$ cat config.mk
export PLATFORM = sky130hd
export DESIGN_NAME = fp32_operand_serializer
export DESIGN_NICKNAME = d
export VERILOG_FILES = /design/src/rtl/fp32_operand_serializer.sv
export SDC_FILE = /design/constraint.sdc
export NUM_CORES = 1
export LEC_CHECK = 0
export ABC_AREA = 0
export ABC_CLOCK_PERIOD_IN_PS = 4900
export CELL_PAD_IN_SITES_DETAIL_PLACEMENT = 1
export CELL_PAD_IN_SITES_GLOBAL_PLACEMENT = 2
export CORE_MARGIN = 8
export CORE_UTILIZATION = 37
export CTS_BUF_LIST = sky130_fd_sc_hd__clkbuf_2 sky130_fd_sc_hd__clkbuf_4 sky130_fd_sc_hd__clkbuf_8
export CTS_CLUSTER_DIAMETER = 60
export DETAILED_ROUTE_END_ITERATION = 8
export PLACE_DENSITY_LB_ADDON = 0.1
export RECOVER_POWER = 100
export SKIP_LAST_GASP = 1
export SLEW_MARGIN = 20
export SYNTH_ARGS = -nofsm -noshare
export SYNTH_HDL_FRONTEND = slang
export SYNTH_SLANG_ARGS = --single-unit
$ cat constraint.sdc
create_clock -name clk -period 4.9 [get_ports clk]
set_clock_uncertainty 0.15 [all_clocks]
set_input_delay 1.225 -clock clk [delete_from_list [all_inputs] [get_ports clk]]
set_output_delay 1.225 -clock clk [all_outputs]
set_load 0.01 [all_outputs]
$ cat src/rtl/fp32_operand_serializer.sv
// fp32_operand_serializer
//
// Feeds the bit-serial FP32 adder (add_float). Operand pairs arrive as
// parallel words over a valid/ready handshake. Each pair is streamed as one
// frame: A MSB-first, then B MSB-first. The adder's active-low start strobe
// `go` is held low from START until the adder reports `done`.
//
// A one-entry pending buffer lets the next pair be accepted while the
// current frame is still streaming.
//
// Handshake: a pair on op_a/op_b transfers on a rising edge where in_valid
// and in_ready are both 1. in_ready depends only on the pending-buffer flag,
// never on in_valid. The producer must hold in_valid and the operands
// stable until the pair transfers.
//
// Optional build macro: FP32SER_TIMEOUT_EN
//   Adds a watchdog on the WAIT state. After TIMEOUT_CYCLES waiting cycles
//   without adder_done, it emits a one-cycle `timeout` pulse and returns to
//   IDLE. Without the macro, `timeout` is tied to 0.
//
// Ports:
//   clk         system clock, rising edge
//   reset       synchronous, active-high
//   in_valid    operand pair valid
//   in_ready    pending buffer empty (combinational from pend_valid only)
//   op_a, op_b  operands, WIDTH bits each
//   go          adder start strobe, active-low, registered
//   inpab       serial operand bit, registered
//   adder_done  completion from add_float (only looked at in WAIT)
//   busy        registered, state != IDLE
//   timeout     registered watchdog pulse
//   state_dbg   current FSM state (0 IDLE, 1 START, 2 SEND, 3 WAIT)

module fp32_operand_serializer #(
    parameter int WIDTH          = 32,
    parameter int TIMEOUT_CYCLES = 60
) (
    input  logic             clk,
    input  logic             reset,
    input  logic             in_valid,
    output logic             in_ready,
    input  logic [WIDTH-1:0] op_a,
    input  logic [WIDTH-1:0] op_b,
    output logic             go,
    output logic             inpab,
    input  logic             adder_done,
    output logic             busy,
    output logic             timeout,
    output logic [1:0]       state_dbg
);

    localparam int FRAME = 2 * WIDTH;
    localparam int CW    = $clog2(FRAME) + 1;

    typedef enum logic [1:0] {
        S_IDLE  = 2'd0,
        S_START = 2'd1,
        S_SEND  = 2'd2,
        S_WAIT  = 2'd3
    } state_t;

    state_t             state_q, state_d;
    logic [FRAME-1:0]   pend_q;
    logic               pend_valid_q;
    logic [FRAME-1:0]   shreg_q;
    logic [CW-1:0]      cnt_q;
    logic               go_q, inpab_q, busy_q, timeout_q;
    logic               go_d, inpab_d, busy_d, timeout_d;
    logic               last_bit;
    logic               expire;
    logic               accept;

    assign in_ready  = ~pend_valid_q;
    assign accept    = in_valid & ~pend_valid_q;
    assign last_bit  = (cnt_q == CW'(FRAME - 1));
    assign go        = go_q;
    assign inpab     = inpab_q;
    assign busy      = busy_q;
    assign timeout   = timeout_q;
    assign state_dbg = state_q;

`ifdef FP32SER_TIMEOUT_EN
    localparam int WCW = $clog2(TIMEOUT_CYCLES + 1);
    logic [WCW-1:0] wait_cnt_q;

    // The counter holds the number of WAIT edges already seen. The edge
    // that would make it TIMEOUT_CYCLES is the expiry edge. A done sampled
    // on that same edge takes priority.
    assign expire = (state_q == S_WAIT) && !adder_done &&
                    (wait_cnt_q == WCW'(TIMEOUT_CYCLES - 1));

    always_ff @(posedge clk) begin
        if (reset) begin
            wait_cnt_q <= '0;
        end else if (state_d == S_WAIT && state_q != S_WAIT) begin
            wait_cnt_q <= '0;
        end else if (state_q == S_WAIT) begin
            wait_cnt_q <= wait_cnt_q + WCW'(1);
        end
    end
`else
    assign expire = 1'b0;

    // The watchdog limit has no effect in this build. It is referenced here
    // only so that the parameter is not reported as unused.
    if (TIMEOUT_CYCLES > 0) begin : g_no_watchdog
    end
`endif

    // State register. The registered outputs are loaded here as well, so
    // each output changes on the same edge as the state it belongs to.
    always_ff @(posedge clk) begin
        if (reset) begin
            state_q   <= S_IDLE;
            go_q      <= 1'b1;
            inpab_q   <= 1'b0;
            busy_q    <= 1'b0;
            timeout_q <= 1'b0;
        end else begin
            state_q   <= state_d;
            go_q      <= go_d;
            inpab_q   <= inpab_d;
            busy_q    <= busy_d;
            timeout_q <= timeout_d;
        end
    end

    // Next-state logic
    always_comb begin
        state_d = state_q;
        case (state_q)
            S_IDLE:  if (pend_valid_q) state_d = S_START;
            S_START: state_d = S_SEND;
            S_SEND:  if (last_bit) state_d = S_WAIT;
            S_WAIT:  if (adder_done || expire) state_d = S_IDLE;
            default: state_d = S_IDLE;
        endcase
    end

    // Output logic: values that the output registers take at the next edge.
    // They are derived from the next state.
    // In SEND, the register MSB is always the next bit to present, because
    // every edge that enters or stays in SEND also shifts the register left.
    always_comb begin
        go_d      = (state_d == S_IDLE);
        busy_d    = (state_d != S_IDLE);
        inpab_d   = (state_d == S_SEND) ? shreg_q[FRAME-1] : 1'b0;
        timeout_d = expire;
    end

    // Datapath: pending buffer, shift register and bit counter
    always_ff @(posedge clk) begin
        if (reset) begin
            pend_valid_q <= 1'b0;
            pend_q       <= '0;
            shreg_q      <= '0;
            cnt_q        <= '0;
        end else begin
            // Accept and release never coincide: a release requires
            // pend_valid=1, and in that case in_ready=0.
            if (accept) begin
                pend_q       <= {op_a, op_b};
                pend_valid_q <= 1'b1;
            end else if (state_q == S_IDLE && pend_valid_q) begin
                pend_valid_q <= 1'b0;
            end

            if (state_q == S_IDLE && pend_valid_q) begin
                shreg_q <= pend_q;
            end else if (state_d == S_SEND) begin
                shreg_q <= {shreg_q[FRAME-2:0], 1'b0};
            end

            if (state_q == S_START) begin
                cnt_q <= '0;
            end else if (state_q == S_SEND && state_d == S_SEND) begin
                cnt_q <= cnt_q + CW'(1);
            end
        end
    end

endmodule
==> results of run 1 <==
[sequential cells by signal, summed over array words and instances, names as in the netlist]
signal	count
busy	1
pend_q	64
state_dbg	2
go	1
pend_valid_q	1
cnt_q	7
shreg_q	64
inpab	1
[through the flow]
| stage | instance area [µm²] | utilization |
|---|---|---|
| after floorplan | 6130 | - |
| final | 7330 | 0.447 |
| after global placement | 6920 | 0.422 |
| after detailed placement | 6920 | 0.422 |
| after global routing | 7330 | 0.447 |
| after CTS | 7360 | 0.448 |
[how the worst min path moves through the flow]
stage,endpoint,cells after the start
2_1_floorplan,pend_q[63]$_SDFFE_PP0P_,2
4_1_cts,pend_q[11]$_SDFFE_PP0P_,2
5_1_grt,pend_q[20]$_SDFFE_PP0P_,2
6_report,pend_q[12]$_SDFFE_PP0P_,2
3_5_place_dp,pend_q[20]$_SDFFE_PP0P_,2
3_3_place_gp,pend_q[20]$_SDFFE_PP0P_,2
[power groups by stage]
| stage | clock [mW] | combinational, mW | sequential, mW |
|---|---|---|---|
| 4_1_cts | 1.06 | 0.484 | 1.33 |
| 3_5_place_dp | 0 | 0.482 | 1.36 |
| 5_1_grt | 1.11 | 0.527 | 1.35 |
| 2_1_floorplan | 0 | 0.363 | 1.33 |
| 3_3_place_gp | 0 | 0.466 | 1.35 |
| 6_report | 1.02 | 0.468 | 1.33 |
[worst register-to-register path: cells and delay by family, from the launching register on]
kind	cells	cell delay, ns
buffers and inverters	1	0.42
AND/OR/NAND/NOR	1	0.39
flip-flops	1	0.99
AO/OA/AOI/OAI	2	0.90
[final cells by class]
| cell class | count | share of cell area |
|---|---|---|
| Sequential cell | 141 | 0.385 |
| Multi-Input combinational cell | 448 | 0.378 |
| Clock inverter | 6 | 0.0143 |
| Inverter | 67 | 0.0345 |
| Clock buffer | 26 | 0.0454 |
| Timing Repair Buffer | 80 | 0.106 |
| Tap cell | 220 | 0.0375 |
[routing by layer]
metal / vias to the layer above / GRT usage / wire length (µm)
met5: - / 0 / 0
met4: 0 / 0.0559 / 207
li1: 2524 / - / -
met1: 2466 / 0.200 / 7640
met3: 16 / 0.0400 / 525
met2: 67 / 0.289 / 7810
[cells by family (layout without fill, tap and decap cells)]
family | after synthesis | in the layout
adder cells (fa/ha/maj) | 1 | 1
XOR/XNOR | 2 | 2
other | 1 | 1
AO/OA/AOI/OAI | 208 | 208
buffers and inverters | 130 | 179
multiplexers | 3 | 3
AND/OR/NAND/NOR | 233 | 233
flip-flops | 141 | 141
[layout by cell type, fill, tap and decap left out, types with 2 or more instances in the layout]
cell / synthesis / routed
nand2_1: 133 / 132
and4_1: 2 / 2
clkdlybuf4s50_1: 0 / 65
bufinv_16: 0 / 3
a21oi_1: 66 / 66
and4b_1: 4 / 4
a221oi_2: 59 / 57
o21ai_0: 58 / 65
nor3_1: 3 / 3
nor2_1: 69 / 69
buf_4: 1 / 6
a211oi_1: 2 / 2
dlygate4sd3_1: 0 / 7
a221oi_1: 4 / 6
nand3_1: 3 / 3
clkbuf_8: 0 / 22
dfxtp_1: 141 / 141
a31o_2: 2 / 2
clkinv_2: 0 / 3
and3_1: 2 / 2
clkbuf_4: 0 / 4
nand2b_1: 4 / 3
inv_1: 67 / 66
a311oi_1: 2 / 2
nor2b_1: 6 / 6
==> results.toml, run 1 <==
[clocking]
path_clk_slew_ns = 0.08
numCtsBuffers = 17
cts_setup_buffers = 0
cts_hold_buffers = 0
cts_tree = "done"
clk_latency_ns = 0.44
cts_root_buffer = "clkbuf_8"
cts.sinks = 141
cts_buffer_depth = 2
h-tree-depth = 4
cts_resized = 0

[logic_synthesis]
ys_ff_latch = 141
synthMuxAreaShare = 0.00715
synth_common_cells = "dfxtp_1, nand2_1, nor2_1"
yosysSeqAreaShare = 0.461
async_reset_ff_frac = 0
synthSimpleGateAreaFrac = 0.159
synthCells = 719
syn-cell-area_um2 = 6130
synth_top_family_by_area = "compound AO/OA/AOI/OAI gates"
synthAdderAreaFrac = 0.00204
synth_xor_area_frac = 0.00408
avgSynthCellArea_um2 = 8.52
synth_compound_gate_area_share = 0.276
yosysMostFrequentCell = "dfxtp_1"
syn-num-nets = 788
synth_area_leader_cell = "dfxtp_1"
synth_top_area_frac = 0.461
synth-main-ff-cell = "dfxtp_1"
synth_edf_count = 0
yosys_warnings = 0
synth_area_leaders = "dfxtp_1, a221oi_2, nand2_1"
yosysUniqueCellTypes = 46

[power]
intPower_mw = 2.06
leakage_nw = 2.73
clkPwrFrac = 0.363
power_density_nw_per_um2 = 385
p_sw_uw = 767
power.total_mw = 2.82
switching_share = 0.271
power.share.combinational = 0.166
p_seq_frac = 0.471
vdd_drop_max_mv = 0.172

[placement]
dp_hpwl_mm = 10.2
routabilityCongestion = 0.727
pre_cts_slack_ns = 1.52
dp_cells = 956
io_buffers = 73

[critical_path]
critPathMaxStageDelay_ns = 1.67
critPathCaptureType = "register"
critical_path_buf_inv_count = 2
crit_slowest_cell = "clkinvlp_2"
r2r_cells = 4
path_cells = "clkbuf_1 > clkinvlp_2 > and4_1"
worstSetupEndpoint = "cnt_q[6]$_SDFFE_PP0P_"
crit_fanout = 67
r2r_slack_ns = 1.90
start_kind = "input pin"
crit_required_ns = 5.07
r2r_end = "shreg_q[16]$_SDFFE_PP0P_"
cpLargestDelayFamily = "buffers and inverters"
crit_arrival_ns = 3.90
critPathLaunch = "reset"
criticalPathCategory = "input pin to register"
cp_num_cells = 3
reg2reg_from = "state_dbg[1]$_SDFF_PP0_"

[timing]
setup_ws_ns = 1.17
slew_headroom = -0.471
max_freq_mhz = 268
rsz0062_at_grt = "no"
fin_crit_sh = 0.760
drv_slew = 141
setup_violations = 0
min_period_ns = 3.73
fin_setup_tns_ns = 0
hold_violations = 0
tightest_slew_ns = 2.19
whs_ns = 0.304

[hold_path]
hold_path.startpoint = "pend_q[12]$_SDFFE_PP0P_"
hold_path.class = "register to register"

[grt]
overflow = 0
grt_max_degree = 73
grt_pass1_vias = 5543
gr-usage-all-layers = 0.167
antenna_found_initial = 0
grt_pass1_wl_mm = 27.7

[die]
num_rows = 47
pin_count = 75
start_util = 0.374
core_area_um2 = 16400
fp.dieArea_um2 = 20900
die_w_um = 145
die_y_um = 145

[detailed_routing]
ant_nets = 0
drc_errors = 0
wl_per_cell_um = 16.4
vias_per_cell = 5.13
finalWirelength_mm = 16.2
drtIter0Drc = 172
dr.pass1.iters = 6
num_vias = 5073

[run]
max-cap-violations = 2

[cells_and_area]
nets = 824
regArea_um2 = 2820
diodes = 0
area.growth.synth_to_final_pct = 19.7
drive_above_1_share = 0.139
instances_no_fill = 988
multi_input_area_um2 = 2770
fillers = 1925

[outcome]
status = "finished, violations left"
violations = "capacitance limit, slew limit"
Power figures use the tool's default switching activity.
==> run 2, diff against run 1 <==
--- a/config.mk
+++ b/config.mk
@@ -6,11 +6,11 @@
 export NUM_CORES = 1
 export LEC_CHECK = 0
 export ABC_AREA = 0
-export ABC_CLOCK_PERIOD_IN_PS = 4900
+export ABC_CLOCK_PERIOD_IN_PS = 3800
 export CELL_PAD_IN_SITES_DETAIL_PLACEMENT = 1
 export CELL_PAD_IN_SITES_GLOBAL_PLACEMENT = 2
 export CORE_MARGIN = 8
-export CORE_UTILIZATION = 37
+export CORE_UTILIZATION = 35
 export CTS_BUF_LIST = sky130_fd_sc_hd__clkbuf_2 sky130_fd_sc_hd__clkbuf_4 sky130_fd_sc_hd__clkbuf_8
 export CTS_CLUSTER_DIAMETER = 60
 export DETAILED_ROUTE_END_ITERATION = 8
==> constraint.sdc (replaced) <==
create_clock -name clk -period 3.8 [get_ports clk]
set_clock_uncertainty 0.15 [all_clocks]
set_input_delay 0.95 -clock clk [delete_from_list [all_inputs] [get_ports clk]]
set_output_delay 0.95 -clock clk [all_outputs]
set_load 0.01 [all_outputs]
==> run 2 against run 1 <==
The run still ends with capacitance limit, slew limit left; global-route usage shrank 2.0 points; wire length shrank 3.2%; clock-buffer cell count shrank 6; total power grew 39%; critical endpoint is now state_dbg[1].
==> results.toml, run 2 (synthesis results as in run 1) <==
[die]
die_w_um = 148
fp.dieArea_um2 = 22000
core_area_um2 = 17200
start_util = 0.356
num_rows = 48
die_y_um = 148
pin_count = 75

[grt]
grt_max_degree = 63
gr-usage-all-layers = 0.147
antenna_found_initial = 0
overflow = 0
grt_pass1_vias = 5336
grt_pass1_wl_mm = 26.4

[detailed_routing]
highest_layer = "met4"
routedLengthMet1_mm = 7.24
num_vias = 5091
drtIter0Drc = 194
wl_met2_mm = 7.74
route.met3.wl_um = 550
dr.pass1.iters = 4
ant_nets = 0
wl_per_cell_um = 15.8
finalWirelength_mm = 15.7
drc_errors = 0
vias_per_cell = 5.12

[outcome]
violations = "capacitance limit, slew limit"
status = "finished, violations left"

[critical_path]
path_cells = "dlygate4sd3_1"
criticalPathCategory = "register to output port"
crit_required_ns = 2.70
critPathCaptureType = "output port"
crit_slowest_cell = "dfxtp_1"
critPathLaunch = "state_dbg[1]$_SDFF_PP0_"
reg2reg_from = "state_dbg[1]$_SDFF_PP0_"
critical_path_buf_inv_count = 1
crit_arrival_ns = 2.16
r2r_cells = 4
start_kind = "register"
critPathMaxStageDelay_ns = 0.95
crit_fanout = 23
cpLargestDelayFamily = "flip-flops"
cp_num_cells = 1

[placement]
pre_cts_slack_ns = 0.990
dpl-instance-area_um2 = 6960
dp_cells = 962
io_buffers = 73
routabilityCongestion = 0.712
dp_hpwl_mm = 9.86

[timing]
rsz0062_at_grt = "no"
fin_crit_sh = 0.857
tightest_slew_ns = 1.72
min_period_ns = 3.26
setup_violations = 0
max_freq_mhz = 307
slew_headroom = -0.149
fin_setup_tns_ns = 0
drv_slew = 24
hold_violations = 0
whs_ns = 0.303
setup_ws_ns = 0.545

[cells_and_area]
stdcell_area_um2 = 7460
diodes = 0
final_cell_mix = "dfxtp_1, nand2_1, nor2_1"
layout_commonest_cell = "dfxtp_1"
instances_no_fill = 994
nets = 825
drive_above_1_share = 0.135
area.growth.synth_to_final_pct = 21.7
reg_top3 = "pend_q (64), shreg_q (64), cnt_q (7)"

[clocking]
cts_hold_buffers = 0
h-tree-depth = 4
cts_root_buffer = "clkbuf_8"
cts_buffer_depth = 2
cts.sinks = 141
cts_resized = 0
cts_setup_buffers = 0
clk_latency_ns = 0.45
cts_tree = "done"
numCtsBuffers = 17
path_clk_slew_ns = 0.08

[power]
power_density_nw_per_um2 = 527
clkPwrFrac = 0.410
p_sw_mw = 1.02
power.share.combinational = 0.154
vdd_drop_max_mv = 0.270
switching_share = 0.260
intPower_mw = 2.91
p_seq_frac = 0.435
leakage_nw = 2.77

[run]
max-cap-violations = 1

[hold_path]
min_path_cells = 2
hold_path.startpoint = "pend_q[31]$_SDFFE_PP0P_"
hold_path.class = "register to register"
-- run 2: worst paths after layout --
| path | endpoint | slack, ns |
|---|---|---|
| setup / recovery | state_dbg[1] | 0.54 |
| hold / removal | pend_q[31]$_SDFFE_PP0P_ | 0.30 |
| setup reg to reg | shreg_q[13]$_SDFFE_PP0P_ | 0.59 |
| hold reg to reg | pend_q[31]$_SDFFE_PP0P_ | 0.30 |
-- run 2: worst min-delay path: cells and delay by family (launching register included) --
kind               cells  cell delay, ns
AOI/OAI and AO/OA      1            0.05
DFF                    1            0.31
and+or+nand+nor        1            0.05
-- run 2: final cells by class --
cell class,count,area [µm²]
inverters,67,251
flip-flops and latches,141,2820
fillers,1997,9780
clock buffers,20,269
repair buffers,81,807
multi-input cells,448,2770
clock inverters,12,263
well taps,225,282
-- run 2: power groups by stage --
stage / sequential [mW] / clock (mW) / combinational (mW)
2_1_floorplan: 1.72 / 0 / 0.468
3_5_place_dp: 1.75 / 0 / 0.627
4_1_cts: 1.71 / 1.66 / 0.631
5_1_grt: 1.73 / 1.73 / 0.676
6_report: 1.71 / 1.61 / 0.607
3_3_place_gp: 1.74 / 0 / 0.606
-- run 2: metal layers --
metal  vias to the layer above  GRT usage
met1                      2484      0.173
met4                         0     0.0408
li1                       2531          -
met5                         -          0
met2                        63      0.258
met3                        13     0.0401
-- run 2: through the flow --
stage / util / power, mW
2_1_floorplan: - / 2.18
5_1_grt: 0.433 / 4.14
3_5_place_dp: 0.404 / 2.37
4_1_cts: 0.434 / 4.01
6_report: 0.433 / 3.93
3_3_place_gp: 0.404 / 2.35
==> run 3, diff against run 2 <==
--- a/config.mk
+++ b/config.mk
@@ -16,6 +16,7 @@
 export DETAILED_ROUTE_END_ITERATION = 8
 export PLACE_DENSITY_LB_ADDON = 0.1
 export RECOVER_POWER = 100
+export SKIP_CTS_REPAIR_TIMING = 1
 export SKIP_LAST_GASP = 1
 export SLEW_MARGIN = 20
 export SYNTH_ARGS = -nofsm -noshare
==> results of run 3 <==
Same layout as run 2: the final DEF is identical, and so are final timing and power.
